### config.mk
export PLATFORM = sky130hd
export DESIGN_NAME = hazard_controller_flat
export DESIGN_NICKNAME = d
export VERILOG_FILES = /design/src/rtl/hazard_pkg.sv /design/src/rtl/hazard_controller_if.sv /design/src/rtl/hazard_scoreboard.sv /design/src/rtl/hazard_controller.sv /design/src/flat_wrapper.sv
export SDC_FILE = /design/constraint.sdc
export NUM_CORES = 1
export LEC_CHECK = 0
export ABC_AREA = 1
export BUFFER_PORTS_ARGS = -buffer_cell sky130_fd_sc_hd__buf_2
export CAP_MARGIN = 25
export CORE_MARGIN = 2
export CORE_UTILIZATION = 50
export CTS_CLUSTER_SIZE = 14
export DETAILED_ROUTE_END_ITERATION = 10
export PLACE_DENSITY_LB_ADDON = 0.25
export SYNTH_ARGS = -nofsm -noshare
export SYNTH_HDL_FRONTEND = slang
export SYNTH_SLANG_ARGS = --single-unit
### constraint.sdc
create_clock -name clk -period 5.2 [get_ports clk]
set_input_delay 1.04 -clock clk [delete_from_list [all_inputs] [get_ports clk]]
set_output_delay 1.04 -clock clk [all_outputs]
set_load 0.02 [all_outputs]
### src/rtl/hazard_pkg.sv
// Shared types for the ID-stage hazard controller: scoreboard slot layout,
// forwarding selects, controller states and the forwarding/match helpers.
package hazard_pkg;

   localparam int REG_ADDR_W = 5;

   typedef struct packed {
      logic                  reg_write;
      logic                  mem_read;
      logic [REG_ADDR_W-1:0] dest;
   } slot_t;

   typedef enum logic [1:0] {
      FWD_REG   = 2'b00,
      FWD_EXMEM = 2'b01,
      FWD_MEMWB = 2'b10
   } fwd_sel_e;

   typedef enum logic [1:0] {
      RUN,
      STALL,
      FROZEN
   } hz_state_e;

   localparam slot_t SLOT_EMPTY = '0;

   // $0 is hard-wired, so a producer targeting it never creates a dependency.
   function automatic logic slot_match(slot_t s, logic [REG_ADDR_W-1:0] r, logic used);
      return used && s.reg_write && (s.dest == r) && (r != '0);
   endfunction

   function automatic fwd_sel_e fwd_pick(logic mem_hit, logic mem_load, logic wb_hit);
      if (mem_hit && !mem_load) return FWD_EXMEM;
      if (wb_hit) return FWD_MEMWB;
      return FWD_REG;
   endfunction

endpackage

### src/rtl/hazard_controller_if.sv
// Decode-stage bundle between the pipeline datapath (master) and the hazard
// controller (slave).
interface hazard_controller_if #(parameter int COUNT_W = 32);
   import hazard_pkg::*;

   logic                  holdInput;
   logic [REG_ADDR_W-1:0] addressRsInput;
   logic [REG_ADDR_W-1:0] addressRtInput;
   logic                  usesRsInput;
   logic                  usesRtInput;
   logic                  branchInput;
   logic                  branchTakenInput;
   logic                  jumpInput;
   logic                  regWriteInput;
   logic                  memReadInput;
   logic [REG_ADDR_W-1:0] destRegInput;

   logic                  pcWriteOutput;
   logic                  ifIdWriteOutput;
   logic                  idExBubbleOutput;
   logic                  ifFlushOutput;
   fwd_sel_e              forwardRsOutput;
   fwd_sel_e              forwardRtOutput;
   logic [COUNT_W-1:0]    stallCountOutput;
   logic                  hazardErrorOutput;

   modport master (
      output holdInput, addressRsInput, addressRtInput, usesRsInput, usesRtInput,
             branchInput, branchTakenInput, jumpInput, regWriteInput, memReadInput,
             destRegInput,
      input  pcWriteOutput, ifIdWriteOutput, idExBubbleOutput, ifFlushOutput,
             forwardRsOutput, forwardRtOutput, stallCountOutput, hazardErrorOutput
   );

   modport slave (
      input  holdInput, addressRsInput, addressRtInput, usesRsInput, usesRtInput,
             branchInput, branchTakenInput, jumpInput, regWriteInput, memReadInput,
             destRegInput,
      output pcWriteOutput, ifIdWriteOutput, idExBubbleOutput, ifFlushOutput,
             forwardRsOutput, forwardRtOutput, stallCountOutput, hazardErrorOutput
   );

endinterface

### src/rtl/hazard_scoreboard.sv
// Three-slot EX/MEM/WB shadow of in-flight destinations; shifts each unheld
// cycle and inserts an empty slot when the ID instruction is bubbled.
module hazard_scoreboard
   import hazard_pkg::*;
(
   input  logic  clk,
   input  logic  rst_n,
   input  logic  hold_i,
   input  logic  bubble_i,
   input  slot_t insert_i,
   output slot_t ex_o,
   output slot_t mem_o,
   output slot_t wb_o
);

   slot_t ex_q, mem_q, wb_q;

   always_ff @(posedge clk or negedge rst_n) begin
      if (!rst_n) begin
         // NOTE: slot contents are reset, not just a valid bit; a stale dest would match.
         ex_q  <= SLOT_EMPTY;
         mem_q <= SLOT_EMPTY;
         wb_q  <= SLOT_EMPTY;
      end else if (!hold_i) begin
         // NOTE: non-blocking so each slot takes its neighbour's pre-edge value.
         wb_q  <= mem_q;
         mem_q <= ex_q;
         ex_q  <= bubble_i ? SLOT_EMPTY : insert_i;
      end
   end

   assign ex_o  = ex_q;
   assign mem_o = mem_q;
   assign wb_o  = wb_q;

endmodule

### src/rtl/hazard_controller.sv
// ID-stage hazard controller: load-use / branch-operand stall detection,
// pipeline enables, branch-compare forwarding, stall accounting.
module hazard_controller
   import hazard_pkg::*;
#(
   parameter int COUNT_W   = 32,
   parameter int MAX_STALL = 2
) (
   input logic                clk,
   input logic                reset,
   hazard_controller_if.slave hz
);

   localparam int                  CONSEC_W   = $clog2(MAX_STALL + 2);
   localparam logic [CONSEC_W-1:0] CONSEC_MAX = CONSEC_W'(MAX_STALL + 1);

   slot_t ex_s, mem_s, wb_s, insert_s;
   logic  rs_ex, rt_ex, rs_mem, rt_mem, rs_wb, rt_wb;
   logic  stall;

   hz_state_e           state_q, state_d;
   logic [CONSEC_W-1:0] consec_q, consec_d;
   logic [COUNT_W-1:0]  count_q, count_d;
   logic                error_q, error_d;

   assign insert_s = {hz.regWriteInput, hz.memReadInput, hz.destRegInput};

   hazard_scoreboard u_scoreboard (
      .clk      (clk),
      .rst_n    (reset),
      .hold_i   (hz.holdInput),
      .bubble_i (stall),
      .insert_i (insert_s),
      .ex_o     (ex_s),
      .mem_o    (mem_s),
      .wb_o     (wb_s)
   );

   assign rs_ex  = slot_match(ex_s,  hz.addressRsInput, hz.usesRsInput);
   assign rt_ex  = slot_match(ex_s,  hz.addressRtInput, hz.usesRtInput);
   assign rs_mem = slot_match(mem_s, hz.addressRsInput, hz.usesRsInput);
   assign rt_mem = slot_match(mem_s, hz.addressRtInput, hz.usesRtInput);
   assign rs_wb  = slot_match(wb_s,  hz.addressRsInput, hz.usesRsInput);
   assign rt_wb  = slot_match(wb_s,  hz.addressRtInput, hz.usesRtInput);

   // Branches compare in ID, so any EX producer or a load still in MEM is too late.
   assign stall = (ex_s.mem_read & (rs_ex | rt_ex))
                | (hz.branchInput & (rs_ex | rt_ex))
                | (hz.branchInput & mem_s.mem_read & (rs_mem | rt_mem));

   always_comb begin
      // NOTE: every output gets a default first so no path leaves one unassigned (no latch).
      hz.pcWriteOutput    = 1'b0;
      hz.ifIdWriteOutput  = 1'b0;
      hz.idExBubbleOutput = 1'b0;
      hz.ifFlushOutput    = 1'b0;
      hz.forwardRsOutput  = FWD_REG;
      hz.forwardRtOutput  = FWD_REG;
      if (!reset) begin
         hz.idExBubbleOutput = 1'b1;
      end else begin
         hz.forwardRsOutput = fwd_pick(rs_mem, mem_s.mem_read, rs_wb);
         hz.forwardRtOutput = fwd_pick(rt_mem, mem_s.mem_read, rt_wb);
         if (!hz.holdInput) begin
            if (stall) begin
               hz.idExBubbleOutput = 1'b1;
            end else begin
               hz.pcWriteOutput   = 1'b1;
               hz.ifIdWriteOutput = 1'b1;
               hz.ifFlushOutput   = hz.branchTakenInput | hz.jumpInput;
            end
         end
      end
   end

   always_comb begin
      state_d  = state_q;
      consec_d = consec_q;
      count_d  = count_q;
      if (hz.holdInput) begin
         state_d = FROZEN;
      end else if (stall) begin
         state_d = STALL;
         if (state_q == RUN)                consec_d = CONSEC_W'(1);
         else if (consec_q != CONSEC_MAX)   consec_d = consec_q + CONSEC_W'(1);
         if (count_q != '1)                 count_d  = count_q + COUNT_W'(1);
      end else begin
         state_d  = RUN;
         consec_d = '0;
      end
      error_d = error_q | (consec_d > CONSEC_W'(MAX_STALL));
   end

   always_ff @(posedge clk or negedge reset) begin
      if (!reset) begin
         state_q  <= RUN;
         consec_q <= '0;
         count_q  <= '0;
         error_q  <= 1'b0;
      end else begin
         state_q  <= state_d;
         consec_q <= consec_d;
         count_q  <= count_d;
         error_q  <= error_d;
      end
   end

   assign hz.stallCountOutput  = count_q;
   assign hz.hazardErrorOutput = error_q;

endmodule

### src/flat_wrapper.sv
// flat-port wrapper written by rule: the top's interface ports become plain ports
module hazard_controller_flat import hazard_pkg::*;
#(
   parameter int COUNT_W   = 32,
   parameter int MAX_STALL = 2
)
  (clk, reset, hz_holdInput, hz_addressRsInput, hz_addressRtInput, hz_usesRsInput, hz_usesRtInput, hz_branchInput, hz_branchTakenInput, hz_jumpInput, hz_regWriteInput, hz_memReadInput, hz_destRegInput, hz_pcWriteOutput, hz_ifIdWriteOutput, hz_idExBubbleOutput, hz_ifFlushOutput, hz_forwardRsOutput, hz_forwardRtOutput, hz_stallCountOutput, hz_hazardErrorOutput);
  hazard_controller_if #(.COUNT_W(COUNT_W)) hz_i ();
  input logic clk;
  input logic reset;
  input wire logic [$bits(hz_i.holdInput)-1:0] hz_holdInput;
  input wire logic [$bits(hz_i.addressRsInput)-1:0] hz_addressRsInput;
  input wire logic [$bits(hz_i.addressRtInput)-1:0] hz_addressRtInput;
  input wire logic [$bits(hz_i.usesRsInput)-1:0] hz_usesRsInput;
  input wire logic [$bits(hz_i.usesRtInput)-1:0] hz_usesRtInput;
  input wire logic [$bits(hz_i.branchInput)-1:0] hz_branchInput;
  input wire logic [$bits(hz_i.branchTakenInput)-1:0] hz_branchTakenInput;
  input wire logic [$bits(hz_i.jumpInput)-1:0] hz_jumpInput;
  input wire logic [$bits(hz_i.regWriteInput)-1:0] hz_regWriteInput;
  input wire logic [$bits(hz_i.memReadInput)-1:0] hz_memReadInput;
  input wire logic [$bits(hz_i.destRegInput)-1:0] hz_destRegInput;
  output wire logic [$bits(hz_i.pcWriteOutput)-1:0] hz_pcWriteOutput;
  output wire logic [$bits(hz_i.ifIdWriteOutput)-1:0] hz_ifIdWriteOutput;
  output wire logic [$bits(hz_i.idExBubbleOutput)-1:0] hz_idExBubbleOutput;
  output wire logic [$bits(hz_i.ifFlushOutput)-1:0] hz_ifFlushOutput;
  output wire logic [$bits(hz_i.forwardRsOutput)-1:0] hz_forwardRsOutput;
  output wire logic [$bits(hz_i.forwardRtOutput)-1:0] hz_forwardRtOutput;
  output wire logic [$bits(hz_i.stallCountOutput)-1:0] hz_stallCountOutput;
  output wire logic [$bits(hz_i.hazardErrorOutput)-1:0] hz_hazardErrorOutput;
  assign hz_i.holdInput = hz_holdInput;
  assign hz_i.addressRsInput = hz_addressRsInput;
  assign hz_i.addressRtInput = hz_addressRtInput;
  assign hz_i.usesRsInput = hz_usesRsInput;
  assign hz_i.usesRtInput = hz_usesRtInput;
  assign hz_i.branchInput = hz_branchInput;
  assign hz_i.branchTakenInput = hz_branchTakenInput;
  assign hz_i.jumpInput = hz_jumpInput;
  assign hz_i.regWriteInput = hz_regWriteInput;
  assign hz_i.memReadInput = hz_memReadInput;
  assign hz_i.destRegInput = hz_destRegInput;
  assign hz_pcWriteOutput = hz_i.pcWriteOutput;
  assign hz_ifIdWriteOutput = hz_i.ifIdWriteOutput;
  assign hz_idExBubbleOutput = hz_i.idExBubbleOutput;
  assign hz_ifFlushOutput = hz_i.ifFlushOutput;
  assign hz_forwardRsOutput = hz_i.forwardRsOutput;
  assign hz_forwardRtOutput = hz_i.forwardRtOutput;
  assign hz_stallCountOutput = hz_i.stallCountOutput;
  assign hz_hazardErrorOutput = hz_i.hazardErrorOutput;
  hazard_controller #(.COUNT_W(COUNT_W), .MAX_STALL(MAX_STALL)) u_core (.clk(clk), .reset(reset), .hz(hz_i));
endmodule
### Yosys cells after proc, flatten, opt, wreduce, memory -nomap -nowiden

Index checks and enable logic that the tools add are counted.
Widths: inputs -> output; s select.

| storage, ports and cells | value |
|---|---|
| register bits | 57 |
| output and inout bits | 41 |

| operators by class | value |
|---|---|
| muxes and demuxes | 36 |
| $lt $le $gt $ge | 1 |
| bitwise operators | 11 |
| add/sub/neg operators | 2 |
| reduce and logical (&&, ||, !) cells | 25 |
| equality and inequality tests | 8 |

Operator list:

| operator | number |
|---|---|
| $add 32x1->32 const B | 1 |
| $ne 32x32->1 const B | 1 |
| $eq 5x5->1 | 6 |
| $mux 2 | 15 |
| $logic_and 1x1->1 | 20 |
| $mux 1 | 20 |
| $reduce_bool 5->1 | 2 |
| $mux 7 | 1 |
| $or 1x1->1 | 6 |
| $and 1x1->1 | 4 |
| $reduce_and 3->1 | 1 |
| $add 2x1->2 const B | 1 |
| $gt 2x2->1 const B | 1 |
| $logic_not 2->1 | 1 |
| $ne 2x2->1 const B | 1 |
| $logic_not 1->1 | 1 |
| $not 1->1 | 1 |

### Logic depth before layout (Yosys ltp)

| logic depth | value |
|---|---|
| depth after elaboration | 11 |
| gate-level depth with buffers | 15 |

### By module

From an unflattened synthesis, not the netlist that was laid out.

| unflattened totals | value |
|---|---|
| cells, all modules | 539 |
| area, all modules | 3,862.5 um2 |

By module, submodules not included:

| module | instances | sequential area each (um2) | area an instance (um2) | cells each |
|---|---|---|---|---|
| hazard_controller | 1 | 925.9 | 2,974.1 | 450 |
| hazard_scoreboard | 1 | 525.5 | 888.4 | 89 |

### Worst setup path after synthesis

OpenSTA, ideal clock, no wires.

| timing path | value |
|---|---|
| path type | input to output |
| start point | input hz_addressRtInput[2] |
| end point | output hz_ifFlushOutput |
| setup slack | 1.725 ns |
| path buffers | 0 |
| required time | 4.160 ns |
| arrival time | 2.435 ns |
| cell stages on the path | 10 |
| path through | inv_1 -> nand3_1 -> nor2_1 -> nor2_1 -> nand2_1 -> nand2_1 -> nand2_1 -> nand3_2 -> nor2_1 -> o21a_1 |

| on the way | value |
|---|---|
| word-level cells in the longest chain between the ends | 10 |
| elaborated cells on any way between the ends | 17 |
| those cells by class | eq/ne (2); mux (3); bitwise (7); reduce/logical (5) |

RTL lines:

| item | RTL line | source |
|---|---|---|
| from (decl) | flat_wrapper.sv:13 | `input wire logic [$bits(hz_i.addressRtInput)-1:0] hz_addressRtInput;` |
| $eq 5x5->1 | hazard_pkg.sv:29 | `return used && s.reg_write && (s.dest == r) && (r != '0);` |
| $logic_and 1x1->1 (2 in a row) | hazard_pkg.sv:29 |  |
| $or 1x1->1 | hazard_controller.sv:47, hazard_controller.sv:48 |  |
| $and 1x1->1 (on tied branches) | hazard_controller.sv:47, hazard_controller.sv:48 |  |
| $or 1x1->1 | hazard_controller.sv:48 | `\| (hz.branchInput & (rs_ex \| rt_ex))` |
| $or 1x1->1 * | hazard_controller.sv:49 | `\| (hz.branchInput & mem_s.mem_read & (rs_mem \| rt_mem));` |
| $mux 1 * | hazard_controller.sv:65 | `if (stall) begin` |
| $mux 1 * | hazard_controller.sv:64 | `if (!hz.holdInput) begin` |
| $mux 1 * | hazard_controller.sv:59 | `if (!reset) begin` |
| to (decl) | flat_wrapper.sv:25 | `output wire logic [$bits(hz_i.ifFlushOutput)-1:0] hz_ifFlushOutput;` |

Mark *: on every way between the ends. The rest lies on a longest branch, timed or not.

### Final worst setup path

| timing path | value |
|---|---|
| start point | input hz_addressRsInput[4] |
| end point | output hz_ifFlushOutput |

| on the way | value |
|---|---|
| word-level cells in the longest chain between the ends | 10 |
| elaborated cells on any way between the ends | 17 |
| those cells by class | eq/ne (2); mux (3); bitwise (7); reduce/logical (5) |

RTL lines:

| item | RTL line | source |
|---|---|---|
| from (decl) | flat_wrapper.sv:12 | `input wire logic [$bits(hz_i.addressRsInput)-1:0] hz_addressRsInput;` |
| $eq 5x5->1 | hazard_pkg.sv:29 |  |
| $logic_and 1x1->1 (2 in a row) | hazard_pkg.sv:29 |  |
| $or 1x1->1 | hazard_controller.sv:47, hazard_controller.sv:48 |  |
| $and 1x1->1 (on tied branches) | hazard_controller.sv:47, hazard_controller.sv:48 |  |
| $or 1x1->1 | hazard_controller.sv:48 |  |
| $or 1x1->1 * | hazard_controller.sv:49 |  |
| $mux 1 * | hazard_controller.sv:65 |  |
| $mux 1 * | hazard_controller.sv:64 |  |
| $mux 1 * | hazard_controller.sv:59 |  |

Marked as above.

==> impl_metrics.env <==
export IMPL_vdd_ir_drop_max_mv=0.265
export IMPL_floorplan_die_width_um=90.1
export IMPL_grt_max_degree=59
export IMPL_post_synth_inst_count=522
export IMPL_grt_first_pass_wirelength_um=16100
export IMPL_synthesis_yosys_warnings=0
export IMPL_drt_wl_total_um=9460
export IMPL_hold_ws_ns=0.468
export IMPL_worstPathArrival_ns=2.62
export IMPL_synth_seq_area_share_pct=38.5
export IMPL_postRouteAntennaNets=0
export IMPL_endpoint_kind="primary output"
export IMPL_cp_cell_sequence="buf_2, inv_1, nand3_1, nor2_1, nor2_1, nand2_1, nand2_1, nand2_1, nand3_2, nor2_1, o21a_1, buf_2"
export IMPL_final_max_slew_viol_count=0
export IMPL_synthDistinctLibCells=33
export IMPL_design_core_area_um2=7210
export IMPL_port_buffers=65
export IMPL_grt_remaining_overflow=0
export IMPL_mappedNetlistNets=548
export IMPL_fp_dieArea_um2=8110
export IMPL_synth_avg_cell_area_um2=7.10
export IMPL_tns_ns=0
export IMPL_post_cts_repair_resize_count=0
export IMPL_netlist_top_cell_by_area="sky130_fd_sc_hd__dfrtp_1"
export IMPL_grt_antenna_before_repair=0
export IMPL_cap_violations=0
export IMPL_peak_clock_frequency_supported_by_timing_ghz=0.273
export IMPL_netlist_area_before_placement_um2=3700
export IMPL_timing_final_setup_violations=0
export IMPL_routed_length_per_placed_instance_um=13.7
export IMPL_clk_latency_ns=0.34
export IMPL_worst_slew_margin_rel_pct=50.6
export IMPL_setup_repair_after_global_routing_missed_its_margin="no"
export IMPL_pin_count=66
export IMPL_setup_worst_path_class="input port to primary output"
export IMPL_areaGrowthSynthToFinish_pct=16.1
export IMPL_power_density_nw_per_um2=268
export IMPL_cp_required_ns=4.16
export IMPL_dr_vias_cell=5.09
export IMPL_critical_path_slowest_cell="sky130_fd_sc_hd__nand3_2"
export IMPL_cts_clk_slew_worst_paths_ns=0.08
export IMPL_rows=31
export IMPL_cp_max_fo=8
export IMPL_final_setup_skew_ns=0.0110
export IMPL_vias_in_the_first_global_route=3353
export IMPL_insertedDiodeCount=0
export IMPL_detail_route_drc_violations=0
export IMPL_post_cts_setup_buffer_count=0
export IMPL_clock_tree_root="sky130_fd_sc_hd__clkbuf_8"
export IMPL_timing_final_crit_share_pct=70.4
export IMPL_hold_violations_final=0
export IMPL_crit_path_start_kind="input port"
export IMPL_pwr_share_comb_pct=11.9
export IMPL_final_cell_count_no_fill=690
export IMPL_power_net_switching_uw=305
export IMPL_run_status="complete, no violations"
export IMPL_period_needed_ns=3.66
export IMPL_worstMarginPinSlew_ns=0.742
export IMPL_cts_num_sinks=57
export IMPL_cts_buffers_inserted=9
export IMPL_worst_path_largest_cell_delay_ns=0.23
export IMPL_grt_resource_usage_total_pct=24.7
export IMPL_die_y_um=90.1
export IMPL_static_leakage_power_nw=2.26
export IMPL_vias=3511
export IMPL_start_util_pct=51.4
export IMPL_layout_cells_most_common="sky130_fd_sc_hd__nand2_1"
export IMPL_detailedPlacementHpwl_um=7000
export IMPL_power_frac_clock_pct=45.6
export IMPL_synth_top_area_share_pct=38.5
export IMPL_flop_pwr_share_pct=42.4
export IMPL_cts_htree_levels=3
export IMPL_clockBufferDepth=2
export IMPL_final_cell_mix="sky130_fd_sc_hd__nand2_1, sky130_fd_sc_hd__buf_2, sky130_fd_sc_hd__dfrtp_1, sky130_fd_sc_hd__inv_1, sky130_fd_sc_hd__nand3_1"
export IMPL_drt_iter0_markers=156
export IMPL_min_path_type="register to register"
export IMPL_first_pass_iters=5
export IMPL_synth_area_leaders="sky130_fd_sc_hd__dfrtp_1, sky130_fd_sc_hd__nand2_1, sky130_fd_sc_hd__nand3_1, sky130_fd_sc_hd__inv_1, sky130_fd_sc_hd__xnor2_1"
export IMPL_power_report_internal_total_uw=848
export IMPL_finalWeightedCongestion=0.934
export IMPL_tritoncts="built"
export IMPL_final_layout_size_suffix_gt1_share_pct=18.6
export IMPL_finish_net_count=612
export IMPL_cts_hold_buf=0
export IMPL_sw_frac_of_total_pct=26.5
export IMPL_number_of_storage_elements_in_the_synthesis_netlist=57
export IMPL_numPlacedInstances=674
[cells by family after synthesis]
| kind of cell | count (synthesis) | synth area share [%] |
|---|---|---|
| adder cells (fa/ha/maj) | 1 | 0.338 |
| buffers and inverters | 71 | 9.02 |
| AND/OR/NAND/NOR | 325 | 38.7 |
| XOR/XNOR | 38 | 8.98 |
| AO/OA/AOI/OAI | 30 | 4.46 |
| flip-flops | 57 | 38.5 |
[power groups by stage]
stage                     clock [mW]  sequential (mW)  combinational [mW]
final                          0.526            0.489               0.137
after global routing           0.554            0.493               0.159
after CTS                      0.536            0.489               0.139
after detailed placement           0            0.498               0.139
after global placement             0            0.496               0.137
after floorplan                    0            0.498              0.0885
[state kept, by name (all words and copies together), names as in the netlist]
name and count:
u_core.hz.hazardErrorOutput 1, u_core.u_scoreboard.mem_o 7, u_core.consec_q 2, u_core.u_scoreboard.ex_o 7
u_core.state_q 2, u_core.u_scoreboard.wb_o 6, u_core.hz.stallCountOutput 32
[per-layer routing]
layer	vias up	part of all wire [%]	track usage, %
met5	-	0	0
met4	0	1.6	7.18
met3	12	5.2	4.27
met2	110	50	42.7
met1	1609	43	31.8
li1	1780	-	-
[worst max-delay path: cells and delay by family]
family          cells  cell delay, ns
compound gates      1            0.15
buf+inv             3            0.36
simple gates        8            1.06
[cells in the mapped netlist, drive strengths merged]
cell and count:
inv 57, o21ai 17, or2 3, nand4 11, a21oi 5, nand3 51
xor2 18, nor2 43, nand2 198, nor4 2, or3b 1, xnor2 20
nor3 14, ha 1, o21a 1, o22ai 7, dfrtp 57, clkbuf 3
nor3b 1, buf 11, and3 1
[final cells by class]
type,instances,area [um^2]
clock inverter,6,115
clock buffer,10,138
sequential,57,1430
timing repair buffer,67,340
multi-input combinational,394,1940
inverter,57,214
tap,99,124
fill,721,2910
[through the flow]
stage | total power, mW | area [um^2] | setup WS, ns | utilization, %
2_1_floorplan | 0.586 | 3700 | 1.73 | -
3_3_place_gp | 0.634 | 4050 | 1.54 | 56.1
3_5_place_dp | 0.636 | 4050 | 1.52 | 56.1
4_1_cts | 1.16 | 4300 | 1.51 | 59.6
5_1_grt | 1.21 | 4300 | 1.39 | 59.6
6_report | 1.15 | 4300 | 1.54 | 59.6
[worst paths after layout]
| kind | from | endpoint | depth (start not counted) | slack [ns] |
|---|---|---|---|---|
| worst max-delay path | hz_addressRsInput[4] | hz_ifFlushOutput | 12 | 1.54 |
| worst min-delay path | u_core.hz.hazardErrorOutput$_DFF_PN0_ | u_core.hz.hazardErrorOutput$_DFF_PN0_ | 2 | 0.47 |
| worst max register to register | u_core.hz.stallCountOutput[0]$_DFFE_PN0P_ | u_core.hz.stallCountOutput[2]$_DFFE_PN0P_ | 10 | 2.50 |
| worst min register to register | u_core.hz.hazardErrorOutput$_DFF_PN0_ | u_core.hz.hazardErrorOutput$_DFF_PN0_ | 2 | 0.47 |
| max in group asynchronous | reset | u_core.consec_q[0]$_DFF_PN0_ | 2 | 3.78 |
| min in group asynchronous | reset | u_core.u_scoreboard.ex_o[2]$_DFFE_PN0N_ | 2 | 0.90 |
(Power assumes the default switching activity.)
